--- config.mk ---
export PLATFORM = sky130hd
export DESIGN_NAME = sig_capture
export DESIGN_NICKNAME = d
export VERILOG_FILES = /design/src/rtl/sig_capture.sv
export SDC_FILE = /design/constraint.sdc
export NUM_CORES = 2
export LEC_CHECK = 0
export CAP_MARGIN = 20
export CORE_MARGIN = 5
export CORE_UTILIZATION = 40
export CTS_CLUSTER_SIZE = 40
export DETAILED_ROUTE_END_ITERATION = 8
export GPL_TIMING_DRIVEN = 1
export SLEW_MARGIN = 20
export SYNTH_ARGS = -nofsm -noshare
export SYNTH_HDL_FRONTEND = slang
export SYNTH_SLANG_ARGS = --single-unit
--- constraint.sdc ---
create_clock -name clk -period 8.04 [get_ports clk]
set_input_delay 1.608 -clock clk [delete_from_list [all_inputs] [get_ports clk]]
set_output_delay 1.608 -clock clk [all_outputs]
set_load 0.05 [all_outputs]
--- src/rtl/sig_capture.sv ---
// ============================================================================
// Module      : sig_capture
// Description : Triggered capture of decimated {sin,cos} sample pairs into RAM,
//               streamed out over valid/ready. Optional macro
//               SIG_CAPTURE_TRIG_COUNT_EN prepends an arm-to-trigger cycle count.
// Revision    : 1.0 - initial release
// ============================================================================
`default_nettype none

module sig_capture #(
    parameter int DEPTH = 256,
    parameter int DECIM = 1
) (
    input  logic        clk,
    input  logic        rst,
    input  logic [7:0]  sin_in,
    input  logic [7:0]  cos_in,
    input  logic [7:0]  trig_level,
    input  logic        arm,
    input  logic        force_trig,
    output logic [15:0] m_data,
    output logic        m_valid,
    input  logic        m_ready,
    output logic        m_last,
    output logic        busy,
    output logic        done
);

    localparam int              c_AW        = $clog2(DEPTH);
    localparam logic [c_AW-1:0] c_LAST_ADDR = c_AW'(DEPTH - 1);
    localparam logic [15:0]     c_DECIM_MAX = 16'(DECIM - 1);

    localparam logic [1:0] c_S_IDLE    = 2'd0;
    localparam logic [1:0] c_S_ARMED   = 2'd1;
    localparam logic [1:0] c_S_CAPTURE = 2'd2;
    localparam logic [1:0] c_S_READOUT = 2'd3;

    logic [1:0]      r_state;
    logic [1:0]      w_state_nxt;
    logic [c_AW-1:0] r_wptr;
    logic [c_AW-1:0] r_rptr;
    logic [15:0]     r_dcnt;
    logic [7:0]      r_prev_sin;
    logic            r_prev_valid;
    logic [15:0]     r_mem [DEPTH];
    logic [15:0]     r_data;
    logic            r_valid;
    logic            r_last;
    logic            r_done;
    logic            r_rd_all;

    logic            w_level;
    logic            w_trig;
    logic            w_cap_hit;
    logic            w_we;
    logic            w_hs;
    logic            w_last_hs;
    logic            w_load;
    logic            w_hdr_pend;
    logic [15:0]     w_hdr_word;

    // Rising crossing: previous sample strictly below, current at or above.
    assign w_level   = r_prev_valid
                     && ($signed(r_prev_sin) < $signed(trig_level))
                     && ($signed(sin_in) >= $signed(trig_level));
    assign w_trig    = (r_state == c_S_ARMED) && (w_level || force_trig);
    assign w_cap_hit = (r_state == c_S_CAPTURE) && (r_dcnt == c_DECIM_MAX);
    assign w_we      = !rst && (w_trig || w_cap_hit);
    assign w_hs      = r_valid && m_ready;
    assign w_last_hs = (r_state == c_S_READOUT) && w_hs && r_last;
    assign w_load    = (r_state == c_S_READOUT) && (!r_valid || m_ready)
                     && (w_hdr_pend || !r_rd_all);

    always_ff @(posedge clk) begin
        if (rst) r_state <= c_S_IDLE;
        else     r_state <= w_state_nxt;
    end

    always_comb begin
        w_state_nxt = r_state;
        case (r_state)
            c_S_IDLE:    if (arm)                                  w_state_nxt = c_S_ARMED;
            c_S_ARMED:   if (w_trig)                               w_state_nxt = c_S_CAPTURE;
            c_S_CAPTURE: if (w_cap_hit && (r_wptr == c_LAST_ADDR)) w_state_nxt = c_S_READOUT;
            c_S_READOUT: if (w_last_hs)                            w_state_nxt = c_S_IDLE;
            default:                                               w_state_nxt = c_S_IDLE;
        endcase
    end

    always_ff @(posedge clk) begin
        if (rst) begin
            r_wptr       <= '0;
            r_dcnt       <= '0;
            r_prev_sin   <= '0;
            r_prev_valid <= 1'b0;
        end else begin
            case (r_state)
                c_S_IDLE: begin
                    if (arm) begin
                        r_prev_valid <= 1'b0;
                        r_wptr       <= '0;
                    end
                end
                c_S_ARMED: begin
                    r_prev_sin   <= sin_in;
                    r_prev_valid <= 1'b1;
                    if (w_trig) begin
                        r_wptr <= c_AW'(1);
                        r_dcnt <= '0;
                    end
                end
                c_S_CAPTURE: begin
                    if (w_cap_hit) begin
                        r_dcnt <= '0;
                        r_wptr <= r_wptr + c_AW'(1);
                    end else begin
                        r_dcnt <= r_dcnt + 16'd1;
                    end
                end
                default: ;
            endcase
        end
    end

    // The trigger-cycle sample lands at address 0 because r_wptr is 0 in ARMED.
    always_ff @(posedge clk) begin
        if (w_we) r_mem[r_wptr] <= {sin_in, cos_in};
    end

`ifdef SIG_CAPTURE_TRIG_COUNT_EN
    logic [15:0] r_tcnt;
    logic        r_hdr_pend;

    always_ff @(posedge clk) begin
        if (rst) begin
            r_tcnt     <= '0;
            r_hdr_pend <= 1'b0;
        end else begin
            if ((r_state == c_S_IDLE) && arm)
                r_tcnt <= '0;
            else if ((r_state == c_S_ARMED) && (r_tcnt != 16'hFFFF))
                r_tcnt <= r_tcnt + 16'd1;
            if (r_state == c_S_CAPTURE)
                r_hdr_pend <= 1'b1;
            else if (w_load)
                r_hdr_pend <= 1'b0;
        end
    end

    assign w_hdr_pend = r_hdr_pend;
    assign w_hdr_word = r_tcnt;
`else
    assign w_hdr_pend = 1'b0;
    assign w_hdr_word = 16'h0000;
`endif

    // Output register doubles as the prefetch stage: it reloads on the same
    // edge that retires the current word, so a held m_ready gives no bubbles.
    always_ff @(posedge clk) begin
        if (rst) begin
            r_data   <= '0;
            r_valid  <= 1'b0;
            r_last   <= 1'b0;
            r_done   <= 1'b0;
            r_rptr   <= '0;
            r_rd_all <= 1'b0;
        end else begin
            r_done <= w_last_hs;
            if (r_state != c_S_READOUT) begin
                r_rptr   <= '0;
                r_rd_all <= 1'b0;
                r_valid  <= 1'b0;
                r_last   <= 1'b0;
            end else if (w_load) begin
                r_valid <= 1'b1;
                if (w_hdr_pend) begin
                    r_data <= w_hdr_word;
                    r_last <= 1'b0;
                end else begin
                    r_data   <= r_mem[r_rptr];
                    r_last   <= (r_rptr == c_LAST_ADDR);
                    r_rd_all <= (r_rptr == c_LAST_ADDR);
                    r_rptr   <= r_rptr + c_AW'(1);
                end
            end else if (w_hs) begin
                r_valid <= 1'b0;
                r_last  <= 1'b0;
            end
        end
    end

    assign m_data  = r_data;
    assign m_valid = r_valid;
    assign m_last  = r_last;
    assign busy    = (r_state != c_S_IDLE);
    assign done    = r_done;

endmodule

`default_nettype wire
Word level (Yosys, flattened, before mapping)

Memories as Yosys holds them, arrays and structs flattened. A register that Yosys moved wholly into a read port is not among the register bits.
Cells that the tools add are included.

Register bits: 47
Latch bits: 0
Bits in writable memories: 4,096
Bits in read-only memories: 0
Bits of input ports: 29
Output and inout port bits: 20
Memories: 1

$add $sub $neg: 3
Multiply operators: 0
Divide/modulo/power cells: 0
$lt $le $gt $ge: 2
Equality and inequality tests: 11
Shift operators: 0
Mux-type cells: 19
Bitwise gates (word level): 1
Reduce and logical (&&, ||, !) cells: 30

Memory list:

| name  | depth | bits a word | rd ports | clocked after Yosys merged registers in | write ports | line | RTL |
|---|---|---|---|---|---|---|---|
| r_mem | 256   | 16          | 1        | 1                                       | 1           | 45   | `logic [15:0] r_mem [DEPTH];` |

Operators with widths:

| operator                | number |
|---|---|
| $mux W16                | 2 |
| $pmux W16 S2            | 1 |
| $mux W8                 | 3 |
| $pmux W8 S3             | 1 |
| $add A16 B1 Y16 const B | 1 |
| $add A8 B1 Y8 const B   | 2 |
| $eq A8 B8 Y1 const B    | 2 |
| $logic_not A16 Y1       | 1 |
| $logic_and A1 B1 Y1     | 11 |
| $ne A2 B2 Y1 const B    | 5 |
| $ge A8 B8 Y1            | 1 |
| $lt A8 B8 Y1            | 1 |
| $mux W2                 | 4 |
| $pmux W2 S4             | 1 |
| $reduce_and A4 Y1       | 2 |
| $reduce_bool A2 Y1      | 4 |
| $mux W1                 | 6 |
| $reduce_and A2 Y1       | 3 |
| $eq A2 B2 Y1 const B    | 2 |
| $logic_not A1 Y1        | 3 |
| $logic_or A1 B1 Y1      | 3 |
| $reduce_bool A3 Y1      | 1 |
| $eq A2 B1 Y1 const B    | 1 |
| $logic_not A2 Y1        | 1 |
| other kinds (4)         | 4 |

Depth between registers and ports, before layout

Word-level depth: 9
Depth in mapped cells: 13
Mapped depth without buffers: 10

Worst setup path before layout

OpenSTA, ideal clock, no wires.

Path type: input-to-reg
Start point: input sin_in[0]
End point: memory r_mem[63][0] (enable)
Setup time: 0.430 ns
Data arrival time: 4.893 ns
Slack: 2.716 ns
Cell stages on the path: 11
Buffers on the path: 1
Cells stage by stage: inv_1 ha_1 nand2b_1 a21o_1 a211oi_1 o2111a_1 a211oi_2 o21ai_0 a21o_1 clkbuf_1 nor4_1

Cells in the longest elaborated chain, start to end: 8

RTL lines:

| element                       | line | RTL |
|---|---|---|
| start: declaration            | 16   | `input logic [7:0] sin_in,` |
| $ge A8 B8 Y1                  | 65   | `&& ($signed(sin_in) >= $signed(trig_level));` |
| $logic_and A1 B1 Y1           | 65   |  |
| $logic_or A1 B1 Y1            | 66   | `assign w_trig = (r_state == c_S_ARMED) && (w_level \|\| force_trig);` |
| $logic_and A1 B1 Y1           | 66   |  |
| $logic_or A1 B1 Y1            | 68   | `assign w_we = !rst && (w_trig \|\| w_cap_hit);` |
| $logic_and A1 B1 Y1           | 68   |  |
| $mux W1                       | 127  | `if (w_we) r_mem[r_wptr] <= {sin_in, cos_in};` |
| $mux W1 (not written as such) | 127  |  |
| end: declaration              | 45   |  |

Every way passes these cells.

Final worst setup path

Start point: input trig_level[1]
End point: memory r_mem[198][6] (enable)

Cells in the longest elaborated chain, start to end: 9

RTL lines:

| element                           | line | RTL |
|---|---|---|
| start: declaration                | 18   | `input logic [7:0] trig_level,` |
| $lt A8 B8 Y1                      | 64   | `&& ($signed(r_prev_sin) < $signed(trig_level))` |
| $logic_and A1 B1 Y1               | 64   |  |
| $logic_and A1 B1 Y1 (*)           | 65   |  |
| $logic_or A1 B1 Y1 (*)            | 66   |  |
| $logic_and A1 B1 Y1 (*)           | 66   |  |
| $logic_or A1 B1 Y1 (*)            | 68   |  |
| $logic_and A1 B1 Y1 (*)           | 68   |  |
| $mux W1 (*)                       | 127  |  |
| $mux W1 (not written as such) (*) | 127  |  |

Every way passes the cells marked *; elsewhere a longest branch is shown, timed or not.

==> flow_metrics.tcl <==
set metrics [dict create \
    grt_pass1_wl_um 686000 \
    wl_per_cell_um 36.7 \
    stdcell_count 13700 \
    die_area_sq_um 420000 \
    path_class "in -> reg" \
    wirelength_um 501000 \
    numCtsBuffers 403 \
    synth_area_leaders "edfxtp_1 (76%), mux4_2 (11%), mux4_1 (2.8%), mux2i_1 (2.0%), nor3_1 (0.88%)" \
    dp_hpwl_um 310000 \
    final-hold-violation-count 0 \
    synth_top_area_share 0.755 \
    vias_per_cell 6.16 \
    drcViolationCount 0 \
    postCtsSetupBuffers 0 \
    cap_violations 0 \
    synth-seq-cells 4159 \
    nNetsFinal 7936 \
    vdd_drop_max_mv 0.204 \
    ant_nets 0 \
    worst_pin_slew_ns 1.25 \
    slowest_delay_ns 0.73 \
    synthesis.nets 7548 \
    hold_path.class "reg -> reg" \
    synth_flop_cell "edfxtp_1" \
    start_util 0.401 \
    die_w_um 648 \
    rows 234 \
    crit_arrival_ns 5.99 \
    critPathCaptureType "register" \
    htree_levels 5 \
    fmax_mhz 187 \
    drt_iter0_drc 12500 \
    slew_viol_final 0 \
    dp.cells 12900 \
    grt_use_total 0.234 \
    syn2layout_area_growth_pct 13.9 \
    syn_avg_cell_area_sq_um 21.7 \
    setup_tns_ns 0 \
    maxSlewHeadroom 0.162 \
    synth_warnings 0 \
    finalCritPeriodShare 0.666 \
    drive_above_1_share 0.261 \
    cp-start-kind "input port" \
    rsz0062_at_grt "false" \
    ctsResizeCount 0 \
    fillers 33400 \
    critical_path.slowest_cell "nor3_2" \
    synthArstFlopShare 0 \
    multi_input_area_sq_um 36900 \
    dr.pass1.iters 6 \
    setup_viol 0 \
    yosysTopAreaCell "edfxtp_1" \
    io_buffers 48 \
    cts.sinks 4159 \
    dieHeight_um 648 \
    period_needed_ns 5.36 \
    worst_clock_skew_ns 0.0620 \
    place.gp.congestion 0.929 \
    ios 49 \
    synth_area_sq_um 163000 \
    vias 84200 \
    powerDensity_nw_per_um2 241 \
    synth_cells 7492 \
    synthDistinctLibCells 87 \
    antenna_found_initial 27 \
    design.core.area_sq_um 406000 \
    ctsRootBufferMaster "clkbuf_16" \
    cts_tree "done" \
    grt_pass1_vias 81800 \
    status "finished clean" \
    cts_hold_buffers 0 \
    reg2reg_setup_slack_ns 2.95 \
    path_cells "clkdlybuf4s50_1, inv_1, ha_1, a21o_1, a21oi_1, o211ai_1, a211oi_2, o21ai_0, a21o_4, buf_16, buf_12, nor3_2, buf_4" \
    grt-ovfl-total 0 \
    p_leak_nw 56.9 \
    grt_max_degree 169 \
    final-seq-area_sq_um 124000 \
    synth_edf_count 4096 \
    finalPower_mw 44.7 \
    holdWs_ns 0.502 \
    worstPathRequired_ns 8.67 \
    path_max_fanout 50 \
    clk_transition_reported_paths_ns 0.06 \
    clockBufferDepth 4 \
    ys_seq_area_frac 0.763 \
    clk_latency_ns 0.98 \
]
==> kinds of logic after synthesis <==
logic type	after synthesis	synth area share
simple gates	806	0.0235
mux	1306	0.158
buf+inv	485	0.0224
fa+ha+maj	27	0.00207
compound gates	696	0.0298
flops	4159	0.763
xor+xnor	13	0.000699
==> layout by cell type, fill, tap and decap left out, types with 68 or more instances in the layout <==
| cell | synthesis | final |
|---|---|---|
| edfxtp_1 | 4096 | 4096 |
| mux4_2 | 792 | 792 |
| clkbuf_16 | 0 | 409 |
| buf_4 | 40 | 353 |
| mux2i_1 | 321 | 321 |
| nand2_1 | 205 | 185 |
| nor3_2 | 1 | 176 |
| mux4_1 | 171 | 171 |
| a21oi_1 | 132 | 132 |
| nor2_1 | 120 | 115 |
| o21ai_0 | 89 | 89 |
| a22oi_1 | 88 | 88 |
| clkinv_1 | 1 | 84 |
| nor3_4 | 0 | 79 |
| clkinv_2 | 0 | 78 |
| nand3_1 | 71 | 68 |
==> path summary, 6_finish.rpt <==
kind | from | to | cells past startpoint
setup / recovery | trig_level[1] | r_mem[198][6] | 13
hold / removal | r_rd_all | m_valid | 1
setup reg to reg | r_rptr[1] | m_data[2] | 11
hold reg to reg | r_rd_all | m_valid | 1
==> synth_stat cells, drive strengths merged (10+ instances only) <==
cell,n
a22oi,88
a311oi,10
o22ai,65
mux2,22
and3,22
a22o,19
nand2b,10
a2111oi,22
a31oi,21
clkbuf,185
nand2,206
nor2b,18
nor2,121
o221ai,32
dfxtp,63
and2,11
nor3,287
edfxtp,4096
o21ai,96
nand3,71
a211oi,49
buf,269
nor4,15
a221oi,62
inv,28
mux2i,321
o211ai,21
o31ai,12
a21o,10
ha,27
nand4,20
a21oi,132
mux4,963
==> where the power goes <==
group / switching, mW / leakage (nW) / internal [mW] / total [mW]
Sequential: 0.0567 / 37.3 / 23.8 / 23.9
Clock: 8.33 / 6.47 / 10.9 / 19.2
Combinational: 1.29 / 13.1 / 0.277 / 1.57
Total: 9.68 / 56.9 / 35.0 / 44.7
==> worst max-delay path: cells and delay by family <==
| kind | cells | cell delay (ns) |
|---|---|---|
| AOI/OAI and AO/OA | 6 | 1.71 |
| buffers and inverters | 5 | 1.40 |
| and+or+nand+nor | 1 | 0.73 |
| adders and majority gates | 1 | 0.30 |
==> through the flow <==
stage	utilization	cell area, sq um	setup WS [ns]
3_3_place_gp	0.422	171000	1.65
6_report	0.457	185000	2.68
2_1_floorplan	-	163000	2.72
5_1_grt	0.457	185000	2.56
3_5_place_dp	0.423	172000	1.73
4_1_cts	0.456	185000	2.77
==> layer usage <==
layer	GRT usage	vias to the layer above	wire length, um
li1	-	32800	-
met1	0.318	45000	190000
met2	0.361	5525	231000
met3	0.0569	937	54600
met4	0.0988	10	25100
met5	0	-	73
==> layout make-up <==
class | count | area share
antenna | 16 | 0.000216
sequential | 4159 | 0.670
clock buffer | 474 | 0.0566
multi-input combinational | 2848 | 0.199
timing repair buffer | 439 | 0.0213
tap | 5428 | 0.0366
clock inverter | 271 | 0.0155
inverter | 29 | 0.000675
==> registers in the layout, indices dropped and copies added (netlist names) <==
signal / count
r_mem: 4096
m_data: 16
r_dcnt: 16
r_prev_sin: 8
r_rptr: 8
r_wptr: 8
r_state: 2
done: 1
m_last: 1
m_valid: 1
r_prev_valid: 1
r_rd_all: 1
Power figures use the tool's default switching activity.
==> patch (config.mk and constraints unchanged) <==
Set the parameter `DEPTH` to 128 (it was 256).
--- a/src/rtl/sig_capture.sv
+++ b/src/rtl/sig_capture.sv
@@ -9,5 +9,5 @@
 
 module sig_capture #(
-    parameter int DEPTH = 256,
+    parameter int DEPTH = 128,
     parameter int DECIM = 1
 ) (
Function: not settled (the Yosys comparison gave no result); the edit may change what the design does.
==> patch against the original RTL <==
Sequential cell count fell by 2050; area after synthesis shrank 49%; final area decreased by 49%; setup slack improved by 0.23 ns; cell count decreased by 48%; maximum frequency increased by 4.5%; combinational power decreased by 29%; power fell by 49%; routed wire length decreased by 51%; first-iteration DRC count shrank 55%; critical path type unchanged; critical endpoint is now r_mem[24][3].
==> patch: results (changes against the original RTL) <==
| Metric | Value |
|---|---|
| Status | completed |
| 1st-iter DRT viols | 5665 (-55%) |
| Place WS | 2.17 ns (+0.441 ns) |
| Ratio of cells with drive above 1 in the final layout | 25.8% (-0.29 points) |
| #MultiIn Comb | 1661 (-42%) |
| Leak pwr | 28.4 nW (-50%) |
| Worst R2R End | m_data[9] |
| Rel. slew slack | 18.3% (+2.0 points) |
| Critical path launch point | sin_in[7] |
| Largest net degree at the start of global routing | 117 (-31%) |
| Post-DP HPWL | 151000 µm (-51%) |
| Peak supply drop | 0.241 mV (+18%) |
| Antenna fix cells | 4 (-12) |
| Final GP Congestion | 0.917 (-1.3%) |
| Wl on met1 | 97300 µm (-49%) |
| Power per cell area | 242 nW/µm² (+0.44%) |
| H-tree depth | 4 (-1) |
| RR Startpoint | r_rptr[0] |
| Layout clock buffer count | 254 (-46%) |
| CTS buffer count | 207 (-49%) |
| Max Used Layer | met4 |
| Syn nets | 4097 (-46%) |
| Multi-input logic portion of the cell area | 20.4% (+0.49 points) |
| Met1 Use GR | 31.3% (-0.56 points) |
| Met2 wire len | 112000 µm (-51%) |
| Setup crit end | r_mem[24][3] |
| Layout Skew | 0.0459 ns (-0.0160 ns) |
| EDFF count, synth | 2048 (-50%) |
| Skew-Pair Late Insertion Delay | 0.87 ns (-0.11 ns) |
| Via count | 43500 (-48%) |
| Min Hold Slack | 0.458 ns (-0.0444 ns) |
| Flop2flop setup slack | 3.38 ns (+0.43 ns) |
| GR Util met2 | 34.1% (-2.0 points) |
| Post-synth top cells | 2048 x edfxtp_1, 418 x mux4_2, 243 x mux2i_1 |
| Signal buffers | 278 (-37%) |
| Wire per inst | 34.0 µm (-7.4%) |
| Clk sink count | 2109 (-49%) |
| Inst Count DP | 6774 (-47%) |
| Arr. time, crit path | 5.73 ns (-0.26 ns) |
| DP Area | 87800 µm² (-49%) |
| CTS Buffer Depth | 3 (-1) |
| Non-filler cells, final | 7161 (-48%) |
| Fin crit share | 63.8% (-2.9 points) |
| Max reg flops | 2048 (-50%) |
| Filler instances | 17200 (-49%) |
[patch: changes by cell type after synthesis, moves of 49 or more]
cell	before	now
nor3_1	286	35
mux2i_1	321	243
mux4_1	171	12
clkbuf_1	138	89
nor4b_1	2	52
nor4_1	14	76
a22oi_1	88	39
nand2_1	205	131
edfxtp_1	4096	2048
mux4_2	792	418
[patch: worst max-delay path, cell delays in order]
cell and delay (ns):
buf_4 0.49, ha_1 0.39, nor2b_1 0.14, o2111ai_1 0.17, a21oi_1 0.09, o221ai_1 0.44, nand2b_1 0.15, a22oi_2 0.71
buf_6 0.27, buf_12 0.27, buf_4 0.32, nor4_2 0.14, buf_4 0.25
[patch: cell families (layout without fill, tap and decap cells)]
logic type	Yosys count	after routing	share of synthesized area, %
AO/OA/AOI/OAI	442	442	3.66
XOR/XNOR	6	6	0.0635
adder cells (fa/ha/maj)	24	24	0.363
buffers and inverters	274	683	1.95
flip-flops	2109	2109	75.8
multiplexers	692	692	15.0
other	0	4	0
AND/OR/NAND/NOR	497	497	3.20
